==> src/rtl/drm_data2_pkg.sv <==
// Shared types and defaults for the drm_data2 port arbiter slice.
// Latency: n/a (declarations only).
// Backpressure: n/a.
package drm_data2_pkg;

  localparam int DEF_ADDR_WIDTH = 10;
  localparam int DEF_DATA_WIDTH = 8;
  localparam int DEF_BE_WIDTH   = DEF_DATA_WIDTH / 8;

  // Client identifier: 0 or 1.
  typedef logic client_id_t;

  // One client command as seen at the arbiter boundary.
  typedef struct packed {
    logic                      we;
    logic [DEF_ADDR_WIDTH-1:0] addr;
    logic [DEF_DATA_WIDTH-1:0] wdata;
    logic [DEF_BE_WIDTH-1:0]   be;
  } cmd_t;

  // The client that gets priority after the given one was served.
  function automatic client_id_t other_client(input client_id_t id);
    return client_id_t'(~id);
  endfunction

endpackage

==> src/rtl/drm_data2_port_arb_if.sv <==
// Per-client command/response bundle between one client and the arbiter.
// Latency: n/a (wiring only).
// Backpressure: req_ready on commands; responses have no backpressure.
interface drm_data2_port_arb_if
  import drm_data2_pkg::*;
#(
  parameter int ADDR_WIDTH = DEF_ADDR_WIDTH,
  parameter int DATA_WIDTH = DEF_DATA_WIDTH,
  parameter int BE_WIDTH   = DEF_BE_WIDTH
);

  logic                  req_valid;
  logic                  req_ready;
  logic                  req_we;
  logic [ADDR_WIDTH-1:0] req_addr;
  logic [DATA_WIDTH-1:0] req_wdata;
  logic [BE_WIDTH-1:0]   req_be;
  logic                  rsp_valid;
  logic [DATA_WIDTH-1:0] rsp_data;

  // Client side drives commands and receives responses.
  modport master (
    output req_valid, req_we, req_addr, req_wdata, req_be,
    input  req_ready, rsp_valid, rsp_data
  );

  // Arbiter side accepts commands and returns responses.
  modport slave (
    input  req_valid, req_we, req_addr, req_wdata, req_be,
    output req_ready, rsp_valid, rsp_data
  );

endinterface

==> src/rtl/drm_data2_rr2.sv <==
// Two-way round-robin arbiter with a one-bit priority pointer.
// Latency: grant is combinational; pointer updates on the edge when advance is high.
// Backpressure: caller withholds advance to keep the pointer unchanged.
module drm_data2_rr2
  import drm_data2_pkg::*;
(
  input  logic       wr_clk,
  input  logic       tb_wr_rst,
  input  logic [1:0] req,
  input  logic       advance,
  output logic [1:0] gnt
);

  client_id_t prio_q;
  client_id_t prio_d;

  // Grant the lone requester, or the priority holder when both request.
  always_comb begin
    gnt = 2'b00;
    case (req)
      2'b01:   gnt = 2'b01;
      2'b10:   gnt = 2'b10;
      2'b11:   gnt = (prio_q == 1'b1) ? 2'b10 : 2'b01;
      default: gnt = 2'b00;
    endcase
  end

  // After a served grant the other client becomes the priority holder.
  always_comb begin
    prio_d = prio_q;
    if (advance && (gnt != 2'b00)) begin
      prio_d = other_client(client_id_t'(gnt[1]));
    end
  end

  // Pointer register; client 0 holds priority out of reset.
  always_ff @(posedge wr_clk or posedge tb_wr_rst) begin
    if (tb_wr_rst) begin
      prio_q <= 1'b0;
    end else begin
      prio_q <= prio_d;
    end
  end

endmodule

==> src/rtl/drm_data2_port_arb.sv <==
// Two-client arbiter/sequencer for the drm_data2 1024x8 dual-port RAM.
// Latency: RAM ports registered 1 cycle after handshake; read data 2 cycles after handshake.
// Backpressure: combinational req_ready per client; read stalls on same-cycle write address hit.
module drm_data2_port_arb
  import drm_data2_pkg::*;
#(
  parameter int ADDR_WIDTH = DEF_ADDR_WIDTH,
  parameter int DATA_WIDTH = DEF_DATA_WIDTH,
  parameter int BE_WIDTH   = DEF_BE_WIDTH
) (
  input  logic                  wr_clk,
  input  logic                  tb_wr_rst,
  drm_data2_port_arb_if.slave   c0,
  drm_data2_port_arb_if.slave   c1,
  output logic                  ram_wr_en,
  output logic [ADDR_WIDTH-1:0] ram_wr_addr,
  output logic [DATA_WIDTH-1:0] ram_wr_data,
  output logic [BE_WIDTH-1:0]   ram_wr_byte_en,
  output logic [ADDR_WIDTH-1:0] ram_rd_addr,
  input  logic [DATA_WIDTH-1:0] ram_rd_data
);

  logic [1:0]            wr_req;
  logic [1:0]            rd_req;
  logic [1:0]            wr_gnt;
  logic [1:0]            rd_gnt_raw;
  logic [1:0]            rd_gnt;
  logic                  collision;
  logic [ADDR_WIDTH-1:0] wr_addr_sel;
  logic [DATA_WIDTH-1:0] wr_data_sel;
  logic [BE_WIDTH-1:0]   wr_be_sel;
  logic [ADDR_WIDTH-1:0] rd_addr_sel;

  logic                  ram_wr_en_q,      ram_wr_en_d;
  logic [ADDR_WIDTH-1:0] ram_wr_addr_q,    ram_wr_addr_d;
  logic [DATA_WIDTH-1:0] ram_wr_data_q,    ram_wr_data_d;
  logic [BE_WIDTH-1:0]   ram_wr_byte_en_q, ram_wr_byte_en_d;
  logic [ADDR_WIDTH-1:0] ram_rd_addr_q,    ram_rd_addr_d;
  // Read tag pipeline: stage 1 tracks the RAM sampling cycle, stage 2 the data cycle.
  logic                  tag1_vld_q, tag1_vld_d;
  client_id_t            tag1_id_q,  tag1_id_d;
  logic                  tag2_vld_q, tag2_vld_d;
  client_id_t            tag2_id_q,  tag2_id_d;

  // Split each client's single command into write and read candidates.
  always_comb begin
    wr_req = {c1.req_valid &  c1.req_we, c0.req_valid &  c0.req_we};
    rd_req = {c1.req_valid & ~c1.req_we, c0.req_valid & ~c0.req_we};
  end

  drm_data2_rr2 u_wr_arb (
    .wr_clk    (wr_clk),
    .tb_wr_rst (tb_wr_rst),
    .req       (wr_req),
    .advance   (1'b1),
    .gnt       (wr_gnt)
  );

  // A read stalled by a collision must not move its pointer.
  drm_data2_rr2 u_rd_arb (
    .wr_clk    (wr_clk),
    .tb_wr_rst (tb_wr_rst),
    .req       (rd_req),
    .advance   (~collision),
    .gnt       (rd_gnt_raw)
  );

  // Mux granted commands and drop a read that hits this cycle's write address.
  always_comb begin
    wr_addr_sel = wr_gnt[1] ? c1.req_addr  : c0.req_addr;
    wr_data_sel = wr_gnt[1] ? c1.req_wdata : c0.req_wdata;
    wr_be_sel   = wr_gnt[1] ? c1.req_be    : c0.req_be;
    rd_addr_sel = rd_gnt_raw[1] ? c1.req_addr : c0.req_addr;
    collision   = (wr_gnt != 2'b00) && (rd_gnt_raw != 2'b00) && (wr_addr_sel == rd_addr_sel);
    rd_gnt      = collision ? 2'b00 : rd_gnt_raw;
    c0.req_ready = ~tb_wr_rst & (wr_gnt[0] | rd_gnt[0]);
    c1.req_ready = ~tb_wr_rst & (wr_gnt[1] | rd_gnt[1]);
  end

  // Next-state for RAM port registers and read tag pipeline.
  always_comb begin
    ram_wr_en_d      = (wr_gnt != 2'b00);
    ram_wr_addr_d    = ram_wr_addr_q;
    ram_wr_data_d    = ram_wr_data_q;
    ram_wr_byte_en_d = ram_wr_byte_en_q;
    ram_rd_addr_d    = ram_rd_addr_q;
    if (wr_gnt != 2'b00) begin
      ram_wr_addr_d    = wr_addr_sel;
      ram_wr_data_d    = wr_data_sel;
      ram_wr_byte_en_d = wr_be_sel;
    end
    if (rd_gnt != 2'b00) begin
      ram_rd_addr_d = rd_addr_sel;
    end
    tag1_vld_d = (rd_gnt != 2'b00);
    tag1_id_d  = client_id_t'(rd_gnt[1]);
    tag2_vld_d = tag1_vld_q;
    tag2_id_d  = tag1_id_q;
  end

  // All state clears on reset, which also discards in-flight read tags.
  always_ff @(posedge wr_clk or posedge tb_wr_rst) begin
    if (tb_wr_rst) begin
      ram_wr_en_q      <= 1'b0;
      ram_wr_addr_q    <= '0;
      ram_wr_data_q    <= '0;
      ram_wr_byte_en_q <= '0;
      ram_rd_addr_q    <= '0;
      tag1_vld_q       <= 1'b0;
      tag1_id_q        <= 1'b0;
      tag2_vld_q       <= 1'b0;
      tag2_id_q        <= 1'b0;
    end else begin
      ram_wr_en_q      <= ram_wr_en_d;
      ram_wr_addr_q    <= ram_wr_addr_d;
      ram_wr_data_q    <= ram_wr_data_d;
      ram_wr_byte_en_q <= ram_wr_byte_en_d;
      ram_rd_addr_q    <= ram_rd_addr_d;
      tag1_vld_q       <= tag1_vld_d;
      tag1_id_q        <= tag1_id_d;
      tag2_vld_q       <= tag2_vld_d;
      tag2_id_q        <= tag2_id_d;
    end
  end

  // Drive RAM ports and steer the unregistered RAM output to the tagged client.
  always_comb begin
    ram_wr_en      = ram_wr_en_q;
    ram_wr_addr    = ram_wr_addr_q;
    ram_wr_data    = ram_wr_data_q;
    ram_wr_byte_en = ram_wr_byte_en_q;
    ram_rd_addr    = ram_rd_addr_q;
    c0.rsp_valid   = tag2_vld_q & (tag2_id_q == 1'b0);
    c1.rsp_valid   = tag2_vld_q & (tag2_id_q == 1'b1);
    c0.rsp_data    = c0.rsp_valid ? ram_rd_data : '0;
    c1.rsp_data    = c1.rsp_valid ? ram_rd_data : '0;
  end

endmodule

==> src/flat_wrapper.sv <==
// flat-port wrapper written by rule: the top's interface ports become plain ports
module drm_data2_port_arb_flat import drm_data2_pkg::*;
#(
  parameter int ADDR_WIDTH = DEF_ADDR_WIDTH,
  parameter int DATA_WIDTH = DEF_DATA_WIDTH,
  parameter int BE_WIDTH   = DEF_BE_WIDTH
)
  (wr_clk, tb_wr_rst, ram_wr_en, ram_wr_addr, ram_wr_data, ram_wr_byte_en, ram_rd_addr, ram_rd_data, c0_req_valid, c0_req_we, c0_req_addr, c0_req_wdata, c0_req_be, c0_req_ready, c0_rsp_valid, c0_rsp_data, c1_req_valid, c1_req_we, c1_req_addr, c1_req_wdata, c1_req_be, c1_req_ready, c1_rsp_valid, c1_rsp_data);
  drm_data2_port_arb_if #(.ADDR_WIDTH(ADDR_WIDTH), .DATA_WIDTH(DATA_WIDTH), .BE_WIDTH(BE_WIDTH)) c0_i ();
  drm_data2_port_arb_if #(.ADDR_WIDTH(ADDR_WIDTH), .DATA_WIDTH(DATA_WIDTH), .BE_WIDTH(BE_WIDTH)) c1_i ();
  input  logic wr_clk;
  input  logic tb_wr_rst;
  output logic ram_wr_en;
  output logic [ADDR_WIDTH-1:0] ram_wr_addr;
  output logic [DATA_WIDTH-1:0] ram_wr_data;
  output logic [BE_WIDTH-1:0] ram_wr_byte_en;
  output logic [ADDR_WIDTH-1:0] ram_rd_addr;
  input  logic [DATA_WIDTH-1:0] ram_rd_data;
  input wire logic [$bits(c0_i.req_valid)-1:0] c0_req_valid;
  input wire logic [$bits(c0_i.req_we)-1:0] c0_req_we;
  input wire logic [$bits(c0_i.req_addr)-1:0] c0_req_addr;
  input wire logic [$bits(c0_i.req_wdata)-1:0] c0_req_wdata;
  input wire logic [$bits(c0_i.req_be)-1:0] c0_req_be;
  output wire logic [$bits(c0_i.req_ready)-1:0] c0_req_ready;
  output wire logic [$bits(c0_i.rsp_valid)-1:0] c0_rsp_valid;
  output wire logic [$bits(c0_i.rsp_data)-1:0] c0_rsp_data;
  input wire logic [$bits(c1_i.req_valid)-1:0] c1_req_valid;
  input wire logic [$bits(c1_i.req_we)-1:0] c1_req_we;
  input wire logic [$bits(c1_i.req_addr)-1:0] c1_req_addr;
  input wire logic [$bits(c1_i.req_wdata)-1:0] c1_req_wdata;
  input wire logic [$bits(c1_i.req_be)-1:0] c1_req_be;
  output wire logic [$bits(c1_i.req_ready)-1:0] c1_req_ready;
  output wire logic [$bits(c1_i.rsp_valid)-1:0] c1_rsp_valid;
  output wire logic [$bits(c1_i.rsp_data)-1:0] c1_rsp_data;
  assign c0_i.req_valid = c0_req_valid;
  assign c0_i.req_we = c0_req_we;
  assign c0_i.req_addr = c0_req_addr;
  assign c0_i.req_wdata = c0_req_wdata;
  assign c0_i.req_be = c0_req_be;
  assign c0_req_ready = c0_i.req_ready;
  assign c0_rsp_valid = c0_i.rsp_valid;
  assign c0_rsp_data = c0_i.rsp_data;
  assign c1_i.req_valid = c1_req_valid;
  assign c1_i.req_we = c1_req_we;
  assign c1_i.req_addr = c1_req_addr;
  assign c1_i.req_wdata = c1_req_wdata;
  assign c1_i.req_be = c1_req_be;
  assign c1_req_ready = c1_i.req_ready;
  assign c1_rsp_valid = c1_i.rsp_valid;
  assign c1_rsp_data = c1_i.rsp_data;
  drm_data2_port_arb #(.ADDR_WIDTH(ADDR_WIDTH), .DATA_WIDTH(DATA_WIDTH), .BE_WIDTH(BE_WIDTH)) u_core (.wr_clk(wr_clk), .tb_wr_rst(tb_wr_rst), .c0(c0_i), .c1(c1_i), .ram_wr_en(ram_wr_en), .ram_wr_addr(ram_wr_addr), .ram_wr_data(ram_wr_data), .ram_wr_byte_en(ram_wr_byte_en), .ram_rd_addr(ram_rd_addr), .ram_rd_data(ram_rd_data));
endmodule
==> config.mk <==
export PLATFORM = sky130hd
export DESIGN_NAME = drm_data2_port_arb_flat
export DESIGN_NICKNAME = d
export VERILOG_FILES = /design/src/rtl/drm_data2_pkg.sv /design/src/rtl/drm_data2_port_arb_if.sv /design/src/rtl/drm_data2_rr2.sv /design/src/rtl/drm_data2_port_arb.sv /design/src/flat_wrapper.sv
export SDC_FILE = /design/constraint.sdc
export NUM_CORES = 1
export LEC_CHECK = 0
export ABC_AREA = 1
export CORE_UTILIZATION = 46
export DETAILED_ROUTE_END_ITERATION = 16
export PLACE_DENSITY_LB_ADDON = 0.25
export SYNTH_ARGS = -nofsm -noshare
export SYNTH_HDL_FRONTEND = slang
export SYNTH_SLANG_ARGS = --single-unit
==> constraint.sdc <==
create_clock -name wr_clk -period 5.93 [get_ports wr_clk]
set_clock_uncertainty 0.1 [all_clocks]
set_input_delay 1.186 -clock wr_clk [delete_from_list [all_inputs] [get_ports wr_clk]]
set_output_delay 1.186 -clock wr_clk [all_outputs]
set_load 0.02 [all_outputs]
; ---- After elaboration in Yosys (flattened, before gate mapping)
; Index checks and enable logic that the tools add are counted.
[word_totals]
in_bits = 52
out_inout_bits = 50
reg_bits = 36
[classes]
bitwise_logic = 17
n_eq_ne = 7
n_reduce_logical = 6
n_mux = 11
[ops]
columns = operator, n
row1 = two-way mux 8 bit, 3
row2 = two-way mux 10 bit, 2
row3 = case mux 2 bit (3 select lines), 2
row4 = == test 10 bit, 1
row5 = bitwise AND 1 bit, 8
row6 = "== test 2 bit, second input constant", 4
row7 = inverter 1 bit, 7
row8 = two-way mux 2 bit, 3
row9 = nonzero test 2 bit, 3
row10 = "== test 2 x 1 -> 1 bit, second input constant", 2
row11 = logical AND 1 bit, 3
row12 = bitwise OR 1 bit, 2
row13 = two-way mux 1 bit, 1

; ---- Longest topological paths before layout
; Gate-level depths: netlist (run 1).
[depth]
word_depth = 10
ltp_mapped = 16
mapped_depth_nobuf = 15

; ---- Hierarchy
; From an unflattened synthesis (run 1), not the netlist that was laid out.
[hier_totals]
cells_unflattened = 363
hier_area_um2 = 2228.4
[modules_own_cells]
columns = mod, seq_area_each_um2, area_per_inst_um2, cells_each, instances
row1 = drm_data2_port_arb, 850.8, 2100.8, 345, 1
row2 = drm_data2_rr2, 25.0, 63.8, 9, 2

; ---- Least setup slack after synthesis (run 1)
; OpenSTA, ideal clock, no wires.
[synth_path]
path_type = input to output
start = input c0_req_we
end = output c1_req_ready
stages = 14
n_path_buf = 1
required_ps = 4644
path_slack_ps = 2155
arrival_ps = 2489
path_cell_list = inv_1 -> nand3_2 -> nand2_2 -> buf_4 -> nand2_1 -> nand2_1 -> nand2_1 -> nand2_1 -> inv_1 -> nand2_1 -> nor2_1 -> nand3_1 -> nand2_1 -> a21oi_1
[synth_between]
elab_chain_cells = 10
word_cells_on_any_way = 21
cone_classes = 7 x eq/ne / 5 x mux / 5 x bitwise / 4 x reduce/logical
[synth_rtl]
columns = item, line_no
row1 = start: declaration, flat_wrapper.sv:20  ; input wire logic [$bits(c0_i.req_we)-1:0] c0_req_we;
row2 = inverter 1 bit, drm_data2_port_arb.sv:48  ; rd_req = {c1.req_valid & ~c1.req_we, c0.req_valid & ~c0.req_we};
row3 = bitwise AND 1 bit, drm_data2_port_arb.sv:48
row4 = == test 2 bit or == test 2 x 1 -> 1 bit (tied branches), drm_data2_rr2.sv:20  ; case (req)
row5 = case mux 2 bit (3 select lines), drm_data2_rr2.sv:20
row6 = two-way mux 10 bit or nonzero test 2 bit (tied branches), "drm_data2_port_arb.sv:73, drm_data2_port_arb.sv:74"
row7 = == test 10 bit or logical AND 1 bit (tied branches), drm_data2_port_arb.sv:74  ; collision = (wr_gnt != 2'b00) && (rd_gnt_raw != 2'b00) && (wr_addr_sel == rd_addr_sel);
row8 = logical AND 1 bit, drm_data2_port_arb.sv:74
row9 = two-way mux 2 bit, drm_data2_port_arb.sv:75  ; rd_gnt = collision ? 2'b00 : rd_gnt_raw;
row10 = bitwise OR 1 bit (*), drm_data2_port_arb.sv:77  ; c1.req_ready = ~tb_wr_rst & (wr_gnt[1] | rd_gnt[1]);
row11 = bitwise AND 1 bit (*), drm_data2_port_arb.sv:77
row12 = end: declaration, flat_wrapper.sv:32  ; output wire logic [$bits(c1_i.req_ready)-1:0] c1_req_ready;
; Every way passes the cells marked *; elsewhere a longest branch is shown, timed or not.

; ---- Final worst setup path (run 1)
[layout_path]
start = input c0_req_valid
end = output c1_req_ready
[layout_between]
elab_chain_cells = 9
word_cells_on_any_way = 20
cone_classes = 7 x eq/ne / 5 x mux / 4 x bitwise / 4 x reduce/logical
[layout_rtl]
columns = item, line_no
row1 = start: declaration, flat_wrapper.sv:19  ; input wire logic [$bits(c0_i.req_valid)-1:0] c0_req_valid;
row2 = "bitwise AND 1 bit, on equally long branches", "drm_data2_port_arb.sv:47, drm_data2_port_arb.sv:48"
row3 = == test 2 bit or == test 2 x 1 -> 1 bit (tied branches), drm_data2_rr2.sv:20
row4 = case mux 2 bit (3 select lines), drm_data2_rr2.sv:20
row5 = "two-way mux 10 bit, or another cell as far along", drm_data2_port_arb.sv:70  ; wr_addr_sel = wr_gnt[1] ? c1.req_addr : c0.req_addr;
row6 = == test 10 bit or logical AND 1 bit (tied branches), drm_data2_port_arb.sv:74
row7 = logical AND 1 bit, drm_data2_port_arb.sv:74
row8 = two-way mux 2 bit, drm_data2_port_arb.sv:75
row9 = bitwise OR 1 bit (*), drm_data2_port_arb.sv:77
row10 = bitwise AND 1 bit (*), drm_data2_port_arb.sv:77
; Marks and branches as above.

==> reports/qor.yml, run 1 <==
yosys.cell_types.count: 23
ioPinCount: 102
endpoint_kind: "output port"
ctsHoldBuffers: 0
critical_path_class: "in -> out"
r2r-end: "u_core.ram_rd_addr[9]"
dp_hpwl_um: 5180
met2_usage_pct: 44.6
ff2ff_setup_slack_ps: 2970
final_max_slew_viol_count: 0
die_area_mm2: 0.00540
max_stage_delay_ps: 570
dr_total_vias: 2681
synth_top_area_share_pct: 38.3
grt_max_degree: 37
dpl-instance-area_mm2: 0.00335
whs_path_depth: 0
met1_usage_pct: 30.1
wl_per_cell_um: 12.8
netlist_area_mm2: 0.00235
antenna_found_initial: 0
cts_sinks: 36
globalplace.congestion: 0.923
grt_pass1_wl_um: 10400
slew_headroom_pct: 40.3
initial_core_util_pct: 48.8
cts_buffers: 5
worstReg2RegStart: "u_core.u_rd_arb.prio_q"
drt_iter0_markers: 161
reg2reg_depth: 11
ir_drop_v: 0.000116
clk_root_buffer_cell: "clkbuf_8"
rsz0062_at_grt: "no"
leakage_uw: 0.00182
period_share_pct: 93.0
synth.area.top_cells: "dfrtp_1 (38%), nand2_1 (25%), nand3_1 (10%)"
cts_setup_buffers: 0
synth_nets: 422
drive_above_1_share_pct: 3.43
fmax_mhz: 181
cp.arrival_ps: 4230
grt_pass1_vias: 2315
required_ps: 4640
synthCells: 370
rows: 25
wl_um: 6800
avgViaCountPerCell: 5.03
setup-tns-final_ps: 0
p_seq_share_pct: 37.1
pwr-share-clk_pct: 26.3
grt_use_met3_pct: 5.76
num_antenna_cells: 0
die-width_um: 73.5
track_usage_pct: 25.2
hold_class: "reg -> reg"
core_mm2: 0.00482
swShare_pct: 33.6
hold_start: "u_core.tag1_vld_q"
power.density_mw_per_mm2: 233
drt-pass1-iter-count: 7
path_max_fanout: 23
worstHoldEndpoint: "u_core.tag2_vld_q"
final_area_mm2: 0.00347
finalNonFillerCells: 533
worstMarginPinSlew_ps: 895
start_kind: "primary input"
dp.cells: 525
p_int_uw: 537
drt.antenna.violating_nets: 0
tritoncts: "built"
nets: 517
slowest_stage: "clkdlybuf4s50_1"
chipHeight_um: 73.5
cap_viol_max_count: 0
htree_num_levels: 2
setup_violations: 0
status: "finished, final reports clean"
portBuffers: 101
yosys_warnings: 0
p_switching_uw: 272
drc: 0
synth-seq-area-share_pct: 38.3
p_comb_share_pct: 36.5
cp_cell_sequence: "clkdlybuf4s50_1 -> nand3_2 -> nand2_2 -> nand3_1 -> nand2_1 -> nand3_1 -> nor2_1 -> nand3_1 -> nand2_1 -> a21oi_1 -> clkdlybuf4s50_1"
clk_pin_slew_worst_paths_ps: 80
ctsResizeCount: 0
hold_violations: 0
busiest_layer: "met2"
place_ws_ps: 494
fin_ws_ps: 412
fin_crit_ps: 5520
area_growth_pct: 47.5
yosys.area.top_type: "dfrtp_1"
cts_buffer_depth: 2
crit_path_frequent_cell: "nand3_1"
clock_latency_ps: 280
overflow: 0
postSynthAreaPerCell_um2: 6.35
synth-seq-cells: 36
==> per-stage QoR <==
stage / util [%] / power, µW / hold WS (ps)
2_1_floorplan: - / 461 / 231
3_3_place_gp: 69.6 / 593 / 233
3_5_place_dp: 69.6 / 600 / 238
4_1_cts: 71.9 / 811 / 255
5_1_grt: 71.9 / 851 / 262
6_report: 71.9 / 809 / 255
==> per-layer routing <==
metal  up-vias  share of wire [%]
met2       136                 48
met5         -                  0
met4         0                1.3
met3         9                 10
li1       1342                  -
met1      1194                 40
==> cell usage after synthesis <==
library cell  count
a21oi_1           2
and3_1            1
buf_1             1
buf_2             3
buf_4             3
buf_6             4
clkbuf_1          3
clkinv_1          2
dfrtp_1          36
inv_1            46
inv_2             1
nand2_1         157
nand2_2           3
nand3_1          48
nand3_2           1
nand4_1           2
nor2_1           24
nor2_4            1
nor3_1            1
o21ai_0          20
o21ai_1           4
o21ai_4           1
o22ai_1           6
==> placed cells by master, fill, tap and decap left out, types with 3 or more instances in the layout <==
| master | n |
|---|---|
| o21ai_0 | 20 |
| nand2_2 | 3 |
| nor2_1 | 24 |
| nand2_1 | 157 |
| nand3_1 | 48 |
| o21ai_1 | 4 |
| clkdlybuf4s50_1 | 101 |
| clkbuf_8 | 5 |
| o22ai_1 | 6 |
| inv_1 | 46 |
| dfrtp_1 | 36 |
==> worst max path at each step <==
stage                       from           end  cells past startpoint
finish              c0_req_valid  c1_req_ready                     11
global route        c0_req_valid  c1_req_ready                     11
CTS                 c0_req_valid  c1_req_ready                     11
floorplan              c0_req_we  c1_req_ready                     14
detailed placement  c1_req_valid  c1_req_ready                     12
global placement    c0_req_valid  c1_req_ready                     11
==> power groups by stage <==
stage | combinational (µW) | clock (µW) | sequential, µW
after global routing | 322 | 224 | 304
after floorplan | 120 | 0 | 342
final | 296 | 213 | 300
after CTS | 295 | 215 | 301
after detailed placement | 294 | 0 | 305
after global placement | 289 | 0 | 304
==> cells by family (layout without fill, tap and decap cells) <==
logic type	Yosys count	after routing	synth area share, %
DFF	36	36	38.3
buffers and inverters	63	159	12.0
AOI/OAI and AO/OA	33	33	7.83
and+or+nand+nor	238	238	41.9
==> cell type report <==
cell class                 count  area, µm²
clock inverter                 3       42.5
timing repair buffer         102       1020
clock buffer                   5       68.8
sequential                    36        901
tap                           67       83.8
inverter                      49        184
fill                         417       1350
multi-input combinational    271       1170
==> critical path: cells and delay by family <==
family	cells	cell delay, ps
simple gates	8	1840
buf+inv	2	1110
compound gates	1	90
(Power assumes the default switching activity.)
==> run 2: changes to the inputs <==
--- a/config.mk
+++ b/config.mk
@@ -6,7 +6,8 @@
 export NUM_CORES = 1
 export LEC_CHECK = 0
 export ABC_AREA = 1
-export CORE_UTILIZATION = 46
+export CORE_UTILIZATION = 47
+export CTS_BUF_LIST = sky130_fd_sc_hd__clkbuf_2
 export DETAILED_ROUTE_END_ITERATION = 16
 export PLACE_DENSITY_LB_ADDON = 0.25
 export SYNTH_ARGS = -nofsm -noshare
==> run 2 against run 1 <==
  * Sequential power about the same
  * Setup slack better by 160 ps
  * Die area down 2.1%
  * Non-clock buffer count up 1
  * Final cell count up 0.19%
  * Register-to-register slack better by 20 ps
  * Global-route usage up 1.2 points
  * Sequential share of layout area up 0.46 points
  * Utilization down 0.32 points
  * Critical endpoint unchanged
  * Clock-buffer cell count unchanged
==> reports/qor.yml, run 2 (synthesized netlist as in run 1, its figures left out) <==
start_kind: "primary input"
drt_iter0_markers: 114
required_ps: 4640
tritoncts: "built"
overflow: 0
globalplace.congestion: 0.904
track_usage_pct: 26.4
antenna_found_initial: 0
die_area_mm2: 0.00529
place_ws_ps: 603
filler_cell_count: 420
cp_cell_sequence: "clkdlybuf4s50_1 -> nand3_2 -> nand2_2 -> nand3_1 -> nand2_1 -> buf_4 -> nand3_1 -> nor2_1 -> nand3_1 -> nand2_1 -> a21oi_1 -> clkdlybuf4s50_1"
cts_buffer_depth: 2
die-width_um: 72.7
cap_viol_max_count: 0
slew_headroom_pct: 38.1
cts_sinks: 36
clk_pin_slew_worst_paths_ps: 180
cp_num_buf_inv: 3
rows: 25
ioPinCount: 102
drc: 0
dr_total_vias: 2649
worstMarginPinSlew_ps: 928
portBuffers: 101
drt.antenna.violating_nets: 0
dp.cells: 526
path_max_fanout: 23
ctsResizeCount: 0
num_antenna_cells: 0
grt_pass1_wl_um: 10600
setup-tns-final_ps: 0
period_share_pct: 90.4
drive_above_1_share_pct: 3.64
cp.arrival_ps: 4070
final_common_cell: "nand2_1"
initial_core_util_pct: 49.4
hold_class: "reg -> reg"
slowest_stage: "clkdlybuf4s50_1"
leakage_uw: 0.00181
ctsHoldBuffers: 0
clock_latency_ps: 390
hold_violations: 0
crit_path_frequent_cell: "nand3_1"
fin_crit_ps: 5360
cts_buffers: 5
dp_hpwl_um: 5290
drt-pass1-iter-count: 4
status: "finished, final reports clean"
chipHeight_um: 72.7
clk_root_buffer_cell: "clkbuf_2"
wl_um: 6760
area_growth_pct: 44.9
endpoint_kind: "output port"
max_stage_delay_ps: 590
critical_path_class: "in -> out"
fmax_mhz: 187
grt_pass1_vias: 2293
ir_drop_v: 0.000107
finalNonFillerCells: 534
htree_num_levels: 2
power_uw: 709
avgViaCountPerCell: 4.96
most-common-layout-cells: "nand2_1 (157), clkdlybuf4s50_1 (101), nand3_1 (48)"
wl_per_cell_um: 12.7
nets: 518
fin_ws_ps: 571
core_mm2: 0.00475
grt_max_degree: 37
power.density_mw_per_mm2: 208
cp_top_family: "simple AND/OR/NAND/NOR gates"
final_max_slew_viol_count: 0
cts_setup_buffers: 0
rsz0062_at_grt: "no"
setup_violations: 0
[run 2: cell types whose count changed in the layout (fill, tap and decap cells not counted)]
cell        delta
clkinvlp_4     -1
clkbuf_2       +5
clkinv_4       +1
clkbuf_8       -5
clkinv_2       +1
buf_4          +1
bufinv_16      -1
[run 2: layout make-up]
class	instances	area, µm²	area share, %
flip-flops and latches	36	901	26.5
well taps	67	83.8	2.46
clock buffers	5	25.0	0.735
clock inverters	3	18.8	0.551
repair buffers	103	1030	30.1
multi-input cells	271	1170	34.3
inverters	49	184	5.40
[run 2: where the power goes]
part	total [µW]	switching (µW)	internal, µW
Clock	112	83.5	28.4
Combinational	297	164	133
Sequential	300	19.5	280
[run 2: path summary, 6_finish.rpt]
path                                   startpoint                     to  slack (ps)  cells after the start
min reg2reg                     u_core.tag1_vld_q      u_core.tag2_vld_q         270                      0
min in group asynchronous               tb_wr_rst      u_core.tag2_vld_q        1160                      3
min                             u_core.tag1_vld_q      u_core.tag2_vld_q         270                      0
max reg2reg                u_core.u_rd_arb.prio_q  u_core.ram_rd_addr[8]        2990                     15
max                                  c0_req_valid           c1_req_ready         570                     12
max in group asynchronous               tb_wr_rst  u_core.ram_wr_addr[3]        4270                      3
[run 2: routing by layer]
layer | GRT usage (%) | part of all wire (%) | up-vias
met2 | 45.9 | 49 | 103
met1 | 32.4 | 42 | 1188
met4 | 8.06 | 1.3 | 0
met5 | 0 | 0 | -
li1 | - | - | 1349
met3 | 6.49 | 8.3 | 9
[run 2: metrics by stage]
stage | cell area (µm²) | utilization (%) | hold WS, ps
2_1_floorplan | 2350 | - | 231
3_3_place_gp | 3360 | 70.7 | 233
3_5_place_dp | 3360 | 70.7 | 237
4_1_cts | 3410 | 71.6 | 276
5_1_grt | 3410 | 71.6 | 285
6_report | 3410 | 71.6 | 272
==> run 3: changes to the inputs <==
==> constraint.sdc (replaced) <==
create_clock -name wr_clk -period 5.93 [get_ports wr_clk]
set_clock_uncertainty 0.1 [all_clocks]
set_input_delay 1.186 -clock wr_clk [delete_from_list [all_inputs] [get_ports wr_clk]]
set_output_delay 1.186 -clock wr_clk [all_outputs]
set_load 0.005 [all_outputs]
==> run 3 against run 2 <==
  * Register-to-register slack better by 60 ps
  * Clock power is 33% higher
  * Flip-flop and latch count unchanged
==> reports/qor.yml, run 3 (synthesized netlist as in run 1, its figures left out) <==
fin_crit_ps: 5330
rsz0062_at_grt: "no"
globalplace.congestion: 0.882
ctsResizeCount: 0
cap_viol_max_count: 0
setup-tns-final_ps: 0
required_ps: 4640
power.density_mw_per_mm2: 205
slew_headroom_pct: 39.6
cp_top_family: "simple AND/OR/NAND/NOR gates"
die-width_um: 72.7
track_usage_pct: 28.0
most-common-layout-cells: "nand2_1 (157), clkdlybuf4s50_1 (101), nand3_1 (48)"
overflow: 0
htree_num_levels: 2
regArea_um2: 901
final_common_cell: "nand2_1"
worstMarginPinSlew_ps: 905
clk_pin_slew_worst_paths_ps: 160
rows: 25
dr_total_vias: 2657
leakage_uw: 0.00181
cp_cell_sequence: "clkdlybuf4s50_1 -> inv_1 -> nand3_2 -> nand2_2 -> nand3_1 -> nand2_1 -> buf_4 -> nand3_1 -> nor2_1 -> nand3_1 -> nand2_1 -> a21oi_1 -> clkdlybuf4s50_1"
hold_class: "reg -> reg"
core_mm2: 0.00475
initial_core_util_pct: 49.4
cts_buffer_depth: 2
avgViaCountPerCell: 4.98
crit_path_frequent_cell: "nand3_1"
endpoint_kind: "output port"
drc: 0
clock_latency_ps: 400
ir_drop_v: 0.000119
start_kind: "primary input"
grt_pass1_wl_um: 11300
finalNonFillerCells: 534
wl_um: 6900
grt_pass1_vias: 2478
cts_buffers: 5
cts_sinks: 36
dp_hpwl_um: 5400
cp_num_buf_inv: 4
filler_cell_count: 414
multi_input_area_mm2: 0.00117
final_max_slew_viol_count: 0
max_stage_delay_ps: 500
period_share_pct: 89.9
fin_ws_ps: 599
fmax_mhz: 188
portBuffers: 101
dp.cells: 526
area_growth_pct: 45.7
slowest_stage: "clkdlybuf4s50_1"
ff2ff_setup_slack_ps: 3050
path_max_fanout: 23
hold_violations: 0
nets: 518
drive_above_1_share_pct: 3.21
setup_violations: 0
grt_max_degree: 37
status: "finished, final reports clean"
drt-pass1-iter-count: 4
chipHeight_um: 72.7
ioPinCount: 102
num_antenna_cells: 0
critical_path_class: "in -> out"
clk_root_buffer_cell: "clkbuf_2"
drt.antenna.violating_nets: 0
drt_iter0_markers: 168
die_area_mm2: 0.00529
tritoncts: "built"
cts_setup_buffers: 0
wl_per_cell_um: 12.9
antenna_found_initial: 0
ctsHoldBuffers: 0
cp.arrival_ps: 4050
place_ws_ps: 667
run 3: metrics by stage:
step | utilization (%) | hold slack (ps) | cell area, µm² | power, µW
after floorplan | - | 231 | 2350 | 418
after CTS | 72.0 | 273 | 3420 | 705
after global placement | 70.7 | 234 | 3360 | 551
final | 72.0 | 268 | 3420 | 702
after global routing | 72.0 | 285 | 3420 | 748
after detailed placement | 70.7 | 236 | 3360 | 558
run 3: cell type report:
type / instances / area share (%)
clock inverters: 3 / 1.10
repair buffers: 103 / 30.0
well taps: 67 / 2.45
multi-input cells: 271 / 34.1
clock buffers: 5 / 0.731
flip-flops and latches: 36 / 26.3
inverters: 49 / 5.37
run 3: routing by layer:
layer	track usage (%)	wire (µm)	up-vias
met5	0	0	-
met4	9.80	145	0
met3	6.63	602	13
met2	48.2	3340	122
met1	34.4	2810	1179
li1	-	-	1343
run 3: where the power goes:
group	internal, µW	total (µW)	switching, µW	leakage, µW
logic	132	253	121	0.00133
clock network	68.7	149	80.8	0.0000380
registers	280	300	19.6	0.000444
total	481	702	221	0.00181
run 3: worst reg2reg max path, cell delays in order, from the launching register on:
cell	delay [ps]
dfrtp_1	420
inv_1	70
nand3_2	280
nand2_2	450
nand2_1	100
nand2_1	140
inv_1	50
nand2_1	70
nand2_1	70
nor2_1	80
nand2_1	50
nor2_1	80
nand3_1	300
nand2_1	390
nand2_1	100
nand2_1	70
run 3: worst paths after layout:
kind | startpoint | endpoint | cells after the start
worst min register to register | u_core.tag1_vld_q | u_core.tag2_vld_q | 0
max in group asynchronous | tb_wr_rst | u_core.ram_wr_addr[7] | 3
worst max-delay path | c0_req_we | c1_req_ready | 13
worst max register to register | u_core.u_rd_arb.prio_q | u_core.ram_rd_addr[2] | 15
min in group asynchronous | tb_wr_rst | u_core.ram_wr_data[6] | 3
worst min-delay path | u_core.tag1_vld_q | u_core.tag2_vld_q | 0
